`config.mk`:
```
export PLATFORM = sky130hd
export DESIGN_NAME = hazard_scoreboard
export DESIGN_NICKNAME = d
export VERILOG_FILES = /design/src/rtl/hazard_scoreboard.sv
export SDC_FILE = /design/constraint.sdc
export NUM_CORES = 1
export LEC_CHECK = 0
export ABC_AREA = 1
export CORE_MARGIN = 1.5
export CORE_UTILIZATION = 50
export DETAILED_ROUTE_END_ITERATION = 8
export PLACE_DENSITY_LB_ADDON = 0.15
export SYNTH_ARGS = -nofsm -noshare
export SYNTH_HDL_FRONTEND = slang
export SYNTH_SLANG_ARGS = --single-unit
```
`constraint.sdc`:
```
create_clock -name clk -period 2.2 [get_ports clk]
set_input_delay 0.44 -clock clk [delete_from_list [all_inputs] [get_ports clk]]
set_output_delay 0.44 -clock clk [all_outputs]
set_load 0.02 [all_outputs]
```
`src/rtl/hazard_scoreboard.sv`:
```
// hazard_scoreboard: shift-register scoreboard of in-flight register writers
// with per-entry Tnew countdowns. It produces the D-stage stall and the D/E
// forwarding selects, and it applies a mult/div busy interlock.
// Optional macro HAZ_PERF_CNT_EN adds two 32-bit stall-cause counters.
module hazard_scoreboard #(
  parameter int NSTAGE   = 3,
  parameter int RAW      = 5,
  parameter int TW       = 2,
  parameter int MULT_CYC = 5,
  parameter int DIV_CYC  = 10,
  parameter int SW       = $clog2(NSTAGE + 1)
) (
  input  logic           clk,
  input  logic           rst_n,
  input  logic [RAW-1:0] rs_d,
  input  logic [RAW-1:0] rt_d,
  input  logic           use_rs_d,
  input  logic           use_rt_d,
  input  logic [TW-1:0]  tuse_rs_d,
  input  logic [TW-1:0]  tuse_rt_d,
  input  logic           wr_d,
  input  logic [RAW-1:0] a3_d,
  input  logic [TW-1:0]  tnew_d,
  input  logic           md_use_d,
  input  logic           md_start_e,
  input  logic           md_div_e,
  output logic           stall,
  output logic [SW-1:0]  fwd_rs_d,
  output logic [SW-1:0]  fwd_rt_d,
  output logic [SW-1:0]  fwd_rs_e,
  output logic [SW-1:0]  fwd_rt_e,
  output logic           md_busy
`ifdef HAZ_PERF_CNT_EN
  ,
  output logic [31:0]    stall_raw_cnt,
  output logic [31:0]    stall_md_cnt
`endif
);

  localparam int MDMAX = (DIV_CYC > MULT_CYC) ? DIV_CYC : MULT_CYC;
  localparam int CW    = $clog2(MDMAX + 1);
  localparam int LW    = SW + TW + 1;  // {hit, select, tnew}

  logic [NSTAGE-1:0]          valid_r;
  logic [NSTAGE-1:0][RAW-1:0] a3_r;
  logic [NSTAGE-1:0][RAW-1:0] rs_r;
  logic [NSTAGE-1:0][RAW-1:0] rt_r;
  logic [NSTAGE-1:0][TW-1:0]  tnew_r;
  logic [CW-1:0]              md_cnt_r;

  logic [LW-1:0] d_rs_s, d_rt_s, e_rs_s, e_rt_s;
  logic          haz_rs_s, haz_rt_s, raw_haz_s, md_busy_s, stall_s;

  // Youngest (lowest-index) valid writer of x at or above entry lo.
  // Scanning oldest-first lets younger matches overwrite older ones.
  function automatic logic [LW-1:0] find_writer(
    input logic [RAW-1:0]             x,
    input logic [NSTAGE-1:0]          v,
    input logic [NSTAGE-1:0][RAW-1:0] a3,
    input logic [NSTAGE-1:0][TW-1:0]  tn,
    input int                         lo
  );
    logic          hit;
    logic [SW-1:0] sel;
    logic [TW-1:0] t;
    hit = 1'b0;
    sel = '0;
    t   = '0;
    for (int i = NSTAGE - 1; i >= 0; i--) begin
      if (i >= lo && v[i] && a3[i] == x && x != '0) begin
        hit = 1'b1;
        sel = SW'(i + 1);
        t   = tn[i];
      end else begin
        hit = hit;
      end
    end
    return {hit, sel, t};
  endfunction

  // A match can forward only once its result is on a bus (tnew reached 0).
  function automatic logic [SW-1:0] pick_fwd(input logic [LW-1:0] r, input logic en);
    if (en && r[LW-1] && r[TW-1:0] == '0) begin
      return r[LW-2:TW];
    end else begin
      return '0;
    end
  endfunction

  // The operand is late when the writer needs longer than the reader can wait.
  function automatic logic is_late(input logic [LW-1:0] r, input logic en,
                                   input logic [TW-1:0] tuse);
    return en && r[LW-1] && (r[TW-1:0] > tuse);
  endfunction

  // Operand lookups: D operands over all entries, E operands over entries 1..
  always_comb begin
    d_rs_s = find_writer(rs_d, valid_r, a3_r, tnew_r, 0);
    d_rt_s = find_writer(rt_d, valid_r, a3_r, tnew_r, 0);
    e_rs_s = find_writer(rs_r[0], valid_r, a3_r, tnew_r, 1);
    e_rt_s = find_writer(rt_r[0], valid_r, a3_r, tnew_r, 1);
  end

  // Hazard, stall, busy and forward-select decode; reset forces quiet outputs.
  always_comb begin
    haz_rs_s  = is_late(d_rs_s, use_rs_d, tuse_rs_d);
    haz_rt_s  = is_late(d_rt_s, use_rt_d, tuse_rt_d);
    raw_haz_s = rst_n && (haz_rs_s || haz_rt_s);
    md_busy_s = rst_n && (md_start_e || md_cnt_r != '0);
    stall_s   = raw_haz_s || (md_use_d && md_busy_s);
    stall     = stall_s;
    md_busy   = md_busy_s;
    fwd_rs_d  = pick_fwd(d_rs_s, use_rs_d);
    fwd_rt_d  = pick_fwd(d_rt_s, use_rt_d);
    fwd_rs_e  = pick_fwd(e_rs_s, 1'b1);
    fwd_rt_e  = pick_fwd(e_rt_s, 1'b1);
  end

  // Scoreboard shift: D enters entry 0 (bubble on stall), older entries age.
  always_ff @(posedge clk or negedge rst_n) begin
    if (!rst_n) begin
      valid_r <= '0;
      a3_r    <= '0;
      rs_r    <= '0;
      rt_r    <= '0;
      tnew_r  <= '0;
    end else begin
      if (stall_s) begin
        valid_r[0] <= 1'b0;
        a3_r[0]    <= '0;
        tnew_r[0]  <= '0;
        rs_r[0]    <= '0;
        rt_r[0]    <= '0;
      end else begin
        valid_r[0] <= wr_d && (a3_d != '0);
        a3_r[0]    <= a3_d;
        tnew_r[0]  <= tnew_d;
        rs_r[0]    <= rs_d;
        rt_r[0]    <= rt_d;
      end
      for (int k = 0; k < NSTAGE - 1; k++) begin
        valid_r[k+1] <= valid_r[k];
        a3_r[k+1]    <= a3_r[k];
        rs_r[k+1]    <= rs_r[k];
        rt_r[k+1]    <= rt_r[k];
        tnew_r[k+1]  <= (tnew_r[k] != '0) ? tnew_r[k] - TW'(1) : '0;
      end
    end
  end

  // Mult/div occupancy counter; a new start always reloads.
  always_ff @(posedge clk or negedge rst_n) begin
    if (!rst_n) begin
      md_cnt_r <= '0;
    end else if (md_start_e) begin
      md_cnt_r <= md_div_e ? CW'(DIV_CYC) : CW'(MULT_CYC);
    end else if (md_cnt_r != '0) begin
      md_cnt_r <= md_cnt_r - CW'(1);
    end else begin
      md_cnt_r <= md_cnt_r;
    end
  end

`ifdef HAZ_PERF_CNT_EN
  // Stall-cause counters; a register hazard takes precedence so no cycle counts twice.
  always_ff @(posedge clk or negedge rst_n) begin
    if (!rst_n) begin
      stall_raw_cnt <= 32'd0;
      stall_md_cnt  <= 32'd0;
    end else if (raw_haz_s) begin
      stall_raw_cnt <= stall_raw_cnt + 32'd1;
    end else if (md_use_d && md_busy_s) begin
      stall_md_cnt  <= stall_md_cnt + 32'd1;
    end else begin
      stall_raw_cnt <= stall_raw_cnt;
      stall_md_cnt  <= stall_md_cnt;
    end
  end
`endif

endmodule

```
==> Flow_metrics.wiki, run 1 <==
{| class="wikitable"
! Metric !! Value
|-
| Vias in the first global route || 3076
|-
| Total of endpoints with negative setup slack in the final report || 27
|-
| Util after Layout || 88.1%
|-
| Number of antenna violations at the first check in global routing || 0
|-
| Initial core utilization || 52.5%
|-
| Critical Setup Path Class || flop to primary output
|-
| Vert. Die Dim || 76.7 um
|-
| Nature of the critical path startpoint || flop
|-
| Actual slew at the worst max-slew pin || 815 ps
|-
| Dominant combinational cell family by area after synthesis || simple AND/OR/NAND/NOR gates
|-
| Post-synthesis adder-cell area fraction || 2.76%
|-
| Total standard cell area after synthesis || 2720 um^2
|-
| CTS Buffer Depth || 2
|-
| Violations in the final reports || negative setup slack
|-
| Number of I/O port buffers || 38
|-
| Capture point of the worst reg-to-reg path || rs_r[4]$_DFF_PN0_
|-
| Pin count of the biggest net entering global routing || 57
|-
| Final nets || 562
|-
| Most common library cells after synthesis || sky130_fd_sc_hd__nand2_1 (105), sky130_fd_sc_hd__inv_1 (54), sky130_fd_sc_hd__dfrtp_1 (38)
|-
| Area enclosed by the die boundary || 5880 um^2
|-
| Share of the synthesized area in compound gates (AO/OA/AOI/OAI) || 11.6%
|-
| Dominant cell by count in the synthesized netlist || sky130_fd_sc_hd__nand2_1
|-
| Max-cap violations || 0
|-
| Via count || 3422
|-
| TritonCTS sink count || 38
|-
| Met1 layer usage reported by global route || 35.7%
|-
| Gp weighted congestion || 0.944
|-
| Routed wire per std cell || 18.4 um
|-
| Final-report max-slew violation count || 0
|-
| CP Data Arrival Time || 2570 ps
|-
| Leakage dissipation || 0.00226 uW
|-
| Number of synthesized flops with an enable pin || 0
|-
| Number of design-rule violations left by the first detailed-router iteration || 378
|-
| Simple-gate portion of the synthesized area || 35.4%
|-
| Total placed cells including tap cells || 563
|-
| Worst Path Max Fanout || 4
|-
| Gr ovfl total || 0
|-
| Type of the worst min-delay path || input port to asynchronous set/reset pin
|-
| Portion of the post-synthesis area used by sequential elements || 35.0%
|-
| GR Util met2 || 56.6%
|-
| Gate count after technology mapping || 386
|-
| Later-pin clock latency in the skew report || 300 ps
|-
| Overall track demand over capacity in global routing || 30.5%
|-
| Warnings, synthesis || 0
|-
| Met3 global-route usage || 4.76%
|-
| Ratio of cells with drive above 1 in the final layout || 52.2%
|-
| Number of antenna repair diodes || 0
|-
| Unique cell type count in the Yosys netlist || 34
|-
| Setup repair after global routing missed its margin || yes
|-
| Slack of the critical path || -808 ps
|-
| Global-route wire length before repair || 14100 um
|-
| Hold violation total from the final report || 0
|-
| Worst-case clock skew || 6.77 ps
|-
| Clock root buffer || sky130_fd_sc_hd__clkbuf_8
|-
| Die X || 76.7 um
|-
| CTS Buf Count || 5
|-
| Busiest grt layer || met2
|-
| Maximum frequency from static timing analysis || 0.332 GHz
|-
| Mux share of post-synthesis cell area || 0%
|-
| Post-DRT Antenna Nets || 0
|-
| Syn Area/Cell || 7.04 um^2
|-
| Post-route minimum period || 3010 ps
|-
| CTS clock-pin slew for the worst setup and hold paths || 80 ps
|-
| Core area || 5170 um^2
|-
| CTS HTree Levels || 2
|-
| Required time worst endpoint || 1760 ps
|-
| Final cycle utilization of the critical path || 137%
|-
| Peak VDD IR || 558 uV
|-
| Top cells by area, synth || sky130_fd_sc_hd__dfrtp_1 (35%), sky130_fd_sc_hd__nand2_1 (15%), sky130_fd_sc_hd__inv_1 (7.5%), sky130_fd_sc_hd__nand3_1 (5.0%), sky130_fd_sc_hd__nor2_1 (4.7%)
|-
| Minimum setup slack among reg-to-reg paths || -520 ps
|-
| Area added between synthesis and finish || 67.7%
|-
| Clock tree from TritonCTS || yes
|-
| HPWL reported at the end of detailed placement || 6050 um
|-
| Post-Synth XOR/XNOR Area || 3.87%
|-
| Reg-to-Reg Start || a3_r[13]$_DFF_PN0_
|-
| Library cell occupying the most area in the post-synthesis netlist || sky130_fd_sc_hd__dfrtp_1
|-
| Most used flip-flop cell after synthesis || sky130_fd_sc_hd__dfrtp_1
|-
| Number of remaining DRC errors || 0
|-
| Detailed-route wire length || 11000 um
|-
| Top Ports || 39
|-
| DRT Pass-1 Iters || 5
|-
| Post-synth top area share || 35.0%
|-
| Power per cell area || 454 nW/um^2
|-
| Status || finished with violations
|-
| Tightest slew margin relative to the limit || 45.6%
|-
| Number of standard-cell rows in the floorplan || 26
|-
| Worst setup EP type || primary output
|-
| Worst r2r path cells || 20
|-
| FFs w/ async S/R, synth || 100%
|-
| #FFs+latches synth || 38
|-
| Total nets after synthesis || 421
|-
| Non-filler cells in the finished layout || 597
|-
| Setup total negative slack || -12180 ps
|-
| Via-to-Cell Ratio || 5.73
|}
==> sequential cells by signal, indices dropped and copies added, names as in the netlist <==
register and count:
a3_r 15, valid_r 3, rt_r 5, rs_r 5
tnew_r 6, md_cnt_r 4
==> cell families after synthesis <==
family / Yosys count
flops: 38
xor+xnor: 12
compound gates: 51
simple gates: 201
fa+ha+maj: 6
buf+inv: 78
==> per-layer routing <==
| metal | part of all wire [%] | wire, um |
|---|---|---|
| met3 | 7.8 | 857 |
| met5 | 0 | 0 |
| met4 | 6.3 | 688 |
| met1 | 35 | 3870 |
| met2 | 51 | 5550 |
==> worst max-delay path, cell delays in order (launching register included) <==
cell	delay [ps]
sky130_fd_sc_hd__dfrtp_1	390
sky130_fd_sc_hd__inv_2	80
sky130_fd_sc_hd__buf_4	140
sky130_fd_sc_hd__nand2_1	80
sky130_fd_sc_hd__nand3_1	70
sky130_fd_sc_hd__nor2_1	110
sky130_fd_sc_hd__nand2_1	130
sky130_fd_sc_hd__inv_2	120
sky130_fd_sc_hd__nand3_2	70
sky130_fd_sc_hd__nand3_2	100
sky130_fd_sc_hd__nand2_4	80
sky130_fd_sc_hd__ha_4	160
sky130_fd_sc_hd__inv_1	110
sky130_fd_sc_hd__a21oi_4	80
sky130_fd_sc_hd__a21oi_4	130
sky130_fd_sc_hd__nand3_4	110
sky130_fd_sc_hd__a31oi_4	150
sky130_fd_sc_hd__buf_6	140
==> layout make-up <==
| cell class | count | area [um^2] |
|---|---|---|
| clock buffers | 6 | 72.6 |
| flip-flops and latches | 38 | 960 |
| multi-input cells | 270 | 1960 |
| clock inverters | 1 | 7.51 |
| well taps | 70 | 87.6 |
| repair buffers | 138 | 1170 |
| fillers | 244 | 617 |
| inverters | 74 | 305 |
==> how the worst max path moves through the flow <==
stage / startpoint / end / depth (start not counted) / slack, ps
after floorplan: a3_r[9]$_DFF_PN0_ / stall / 14 / -170
after global placement: rs_d[2] / stall / 16 / -1420
after detailed placement: rs_d[2] / stall / 16 / -1510
after CTS: a3_r[5]$_DFF_PN0_ / stall / 16 / -630
after global routing: a3_r[14]$_DFF_PN0_ / stall / 17 / -840
final: a3_r[13]$_DFF_PN0_ / stall / 17 / -810
==> per-stage QoR <==
| step | worst slack, ps | hold WS (ps) | area [um^2] | power [uW] |
|---|---|---|---|---|
| 3_5_place_dp | -1510 | 369 | 3820 | 1410 |
| 6_report | -808 | 376 | 4560 | 2070 |
| 5_1_grt | -844 | 404 | 4560 | 2140 |
| 2_1_floorplan | -168 | 144 | 2820 | 1120 |
| 4_1_cts | -626 | 370 | 4190 | 1920 |
| 3_3_place_gp | -1420 | 365 | 3820 | 1390 |
==> where the power goes <==
group	internal (uW)	leakage, uW	switching (uW)
clock network	218	0.0000373	259
registers	757	0.000461	66.9
logic	350	0.00176	418
==> timing repair <==
item	CTS	global route
setup buffers	19	20
hold buffers	0	0
endpoints found under the setup margin	28	28
cloned	0	0
gates resized for setup	125	96
pin swaps	50	56
==> cell usage in the layout (no fill, tap or decap), types with 2 or more instances in the layout <==
cell type	Yosys	layout
sky130_fd_sc_hd__a21oi_1	25	11
sky130_fd_sc_hd__nand3_1	27	12
sky130_fd_sc_hd__nor2_2	2	9
sky130_fd_sc_hd__xnor2_2	0	2
sky130_fd_sc_hd__ha_1	6	2
sky130_fd_sc_hd__nor3_2	0	4
sky130_fd_sc_hd__xor2_1	5	4
sky130_fd_sc_hd__nor2_1	34	21
sky130_fd_sc_hd__nand4_1	5	5
sky130_fd_sc_hd__clkdlybuf4s50_1	0	17
sky130_fd_sc_hd__buf_6	0	17
sky130_fd_sc_hd__inv_8	0	2
sky130_fd_sc_hd__a21oi_2	11	15
sky130_fd_sc_hd__clkdlybuf4s15_2	0	3
sky130_fd_sc_hd__nand3_2	6	18
sky130_fd_sc_hd__xnor2_1	7	5
sky130_fd_sc_hd__inv_1	54	42
sky130_fd_sc_hd__a21oi_4	0	10
sky130_fd_sc_hd__buf_2	1	5
sky130_fd_sc_hd__inv_2	18	25
sky130_fd_sc_hd__o21ai_0	6	4
sky130_fd_sc_hd__dfrtp_1	38	31
sky130_fd_sc_hd__inv_4	0	3
sky130_fd_sc_hd__nand2_1	105	85
sky130_fd_sc_hd__o211ai_1	2	2
sky130_fd_sc_hd__o22ai_1	4	2
sky130_fd_sc_hd__nand3_4	3	6
sky130_fd_sc_hd__clkbuf_2	0	2
sky130_fd_sc_hd__o22ai_2	0	2
sky130_fd_sc_hd__ha_4	0	4
sky130_fd_sc_hd__nand2_4	3	5
sky130_fd_sc_hd__clkbuf_8	0	5
sky130_fd_sc_hd__o21ai_1	0	2
sky130_fd_sc_hd__buf_12	1	2
sky130_fd_sc_hd__buf_4	0	90
sky130_fd_sc_hd__nand2_2	2	20
sky130_fd_sc_hd__dfrtp_2	0	7
sky130_fd_sc_hd__nor2_4	4	10
sky130_fd_sc_hd__clkdlybuf4s15_1	0	2
Note: power is estimated with default switching activity, not from simulation.
==> run 2: changes to the inputs <==
--- a/config.mk
+++ b/config.mk
@@ -7,9 +7,10 @@
 export LEC_CHECK = 0
 export ABC_AREA = 1
 export CORE_MARGIN = 1.5
-export CORE_UTILIZATION = 50
+export CORE_UTILIZATION = 59
 export DETAILED_ROUTE_END_ITERATION = 8
 export PLACE_DENSITY_LB_ADDON = 0.15
+export REMOVE_ABC_BUFFERS = 1
 export SYNTH_ARGS = -nofsm -noshare
 export SYNTH_HDL_FRONTEND = slang
 export SYNTH_SLANG_ARGS = --single-unit
==> constraint.sdc (replaced) <==
create_clock -name clk -period 3.5 [get_ports clk]
set_input_delay 0.7 -clock clk [delete_from_list [all_inputs] [get_ports clk]]
set_output_delay 0.7 -clock clk [all_outputs]
set_load 0.02 [all_outputs]
==> Flow_metrics.wiki, run 2 (same netlist as run 1, synthesis figures left out) <==
{| class="wikitable"
! Metric !! Value
|-
| Status || finished with violations
|-
| Violations in the final reports || negative setup slack
|-
| Hold violation total from the final report || 0
|-
| Overall track demand over capacity in global routing || 29.6%
|-
| Tightest slew margin relative to the limit || 51.9%
|-
| Final Hold Slack || 389 ps
|-
| Routed wire per std cell || 14.3 um
|-
| Leakage dissipation || 0.00187 uW
|-
| Post-DRT Antenna Nets || 0
|-
| Final-report max-slew violation count || 0
|-
| Library cell contributing the largest single delay on the critical path || sky130_fd_sc_hd__ha_1
|-
| Multi-input gate area in the final layout || 1500 um^2
|-
| Die X || 70.9 um
|-
| Hold bufs inserted after CTS || 0
|-
| Gp weighted congestion || 0.934
|-
| Number of design-rule violations left by the first detailed-router iteration || 224
|-
| Nature of the critical path startpoint || input port
|-
| Area added between synthesis and finish || 27.7%
|-
| Peak VDD IR || 296 uV
|-
| Actual slew at the worst max-slew pin || 721 ps
|-
| Vias in the first global route || 2637
|-
| Most common cell after layout, fill and taps aside || sky130_fd_sc_hd__nand2_1
|-
| Top Ports || 39
|-
| Post-Place Worst Slack || -702 ps
|-
| CP Data Arrival Time || 2820 ps
|-
| Filler instances || 318
|-
| Met3 global-route usage || 4.84%
|-
| Worst setup EP type || primary output
|-
| Vert. Die Dim || 70.9 um
|-
| Slack of the critical path || -24.8 ps
|-
| Series of cell instances along the critical path || clkdlybuf4s15_1 -> xor2_1 -> nor2_1 -> nand2_1 -> nor2_2 -> nand3_1 -> nand3_1 -> nand2_1 -> ha_1 -> a21oi_2 -> nand3_4 -> a31oi_4 -> buf_6
|-
| Number of antenna repair diodes || 0
|-
| Top Registers || a3_r (15), tnew_r (6)
|-
| CTS HTree Levels || 2
|-
| Number of antenna violations at the first check in global routing || 0
|-
| Global-route wire length before repair || 11700 um
|-
| TritonCTS sink count || 38
|-
| Final nets || 490
|-
| Number of standard-cell rows in the floorplan || 24
|-
| Gr ovfl total || 0
|-
| Most flop-heavy register || a3_r
|-
| Required time worst endpoint || 2800 ps
|-
| Later-pin clock latency in the skew report || 300 ps
|-
| Via-to-Cell Ratio || 5.44
|-
| Core area || 4380 um^2
|-
| Number of I/O port buffers || 38
|-
| Clock root buffer || sky130_fd_sc_hd__clkbuf_8
|-
| Max-cap violations || 0
|-
| Area enclosed by the die boundary || 5020 um^2
|-
| FF+latch area || 951 um^2
|-
| Power per cell area || 330 nW/um^2
|-
| Busiest grt layer || met2
|-
| GR Util met2 || 51.2%
|-
| Setup total negative slack || -24.8 ps
|-
| Non-filler cells in the finished layout || 508
|-
| Post-route minimum period || 3520 ps
|-
| Maximum frequency from static timing analysis || 0.284 GHz
|-
| CTS clock-pin slew for the worst setup and hold paths || 80 ps
|-
| Type of the worst min-delay path || flop to flop
|-
| Clock tree from TritonCTS || yes
|-
| Largest stage delay on the critical path || 290 ps
|-
| Cell area after layout || 3470 um^2
|-
| CTS Buf Count || 5
|-
| Commonest cells after routing, fill and taps aside || sky130_fd_sc_hd__nand2_1 (104), sky130_fd_sc_hd__inv_1 (54), sky130_fd_sc_hd__dfrtp_1 (38), sky130_fd_sc_hd__nor2_1 (31), sky130_fd_sc_hd__buf_4 (28)
|-
| Worst Path Max Fanout || 4
|-
| Detailed-route wire length || 7280 um
|-
| Critical Setup Path Class || input port to primary output
|-
| Met1 layer usage reported by global route || 37.0%
|-
| Number of remaining DRC errors || 0
|-
| Total placed cells including tap cells || 496
|-
| HPWL reported at the end of detailed placement || 5310 um
|-
| Via count || 2761
|-
| CTS Buffer Depth || 2
|-
| Initial core utilization || 62.0%
|-
| Number of flip-flops in the largest register || 15
|-
| Ratio of cells with drive above 1 in the final layout || 21.1%
|-
| DRT Pass-1 Iters || 5
|-
| Cell Area, Placed || 3300 um^2
|-
| Worst-case clock skew || 7.44 ps
|-
| Total of endpoints with negative setup slack in the final report || 1
|-
| Final cycle utilization of the critical path || 101%
|-
| Setup repair after global routing missed its margin || yes
|-
| Pin count of the biggest net entering global routing || 57
|}
-- run 2: report_power, final --
| part | switching [uW] | internal [uW] | leakage (uW) |
|---|---|---|---|
| registers | 42.2 | 475 | 0.000469 |
| logic | 176 | 126 | 0.00135 |
| clock network | 167 | 158 | 0.0000472 |
-- run 2: area by class of cell --
class	instances	area share [%]
Inverter	74	8.01
Timing Repair Buffer	66	16.7
Clock buffer	6	2.38
Tap cell	52	1.88
Multi-Input combinational cell	270	43.3
Sequential cell	38	27.4
Clock inverter	2	0.361
-- run 2: what timing repair did --
| action | 4_1_cts | 5_1_grt |
|---|---|---|
| endpoints found under the setup margin | 5 | 3 |
| pin swaps | 1 | 4 |
| cloned | 0 | 0 |
| buffers inserted | 1 | 3 |
| gates resized for setup | 22 | 10 |
-- run 2: path summary, 6_finish.rpt --
check / startpoint / slack (ps) / to / depth (start not counted)
worst max-delay path: rt_d[2] / -20 / stall / 13
min in group asynchronous: rst_n / 560 / tnew_r[3]$_DFF_PN0_ / 2
worst max register to register: a3_r[7]$_DFF_PN0_ / 690 / tnew_r[1]$_DFF_PN0_ / 19
worst min register to register: valid_r[1]$_DFF_PN0_ / 390 / valid_r[2]$_DFF_PN0_ / 0
worst min-delay path: valid_r[1]$_DFF_PN0_ / 390 / valid_r[2]$_DFF_PN0_ / 0
max in group asynchronous: rst_n / 2460 / tnew_r[5]$_DFF_PN0_ / 2
-- run 2: stage by stage --
stage          util (%)  total power, uW
3_5_place_dp       75.4              811
6_report           79.1             1140
3_3_place_gp       75.4              800
2_1_floorplan         -              686
5_1_grt            79.1             1200
4_1_cts            77.9             1130
-- run 2: routing by layer --
metal  share of wire, %  vias to the layer above
met4                2.5                        0
met2                 50                      106
met3                5.4                       21
met5                  0                        -
li1                   -                     1349
met1                 42                     1285
-- run 2: critical path, delay by kind of cell --
kind | cells | cell delay [ps]
AO/OA/AOI/OAI | 2 | 380
XOR/XNOR | 1 | 180
adder cells (fa/ha/maj) | 1 | 290
buffers and inverters | 2 | 400
AND/OR/NAND/NOR | 7 | 870
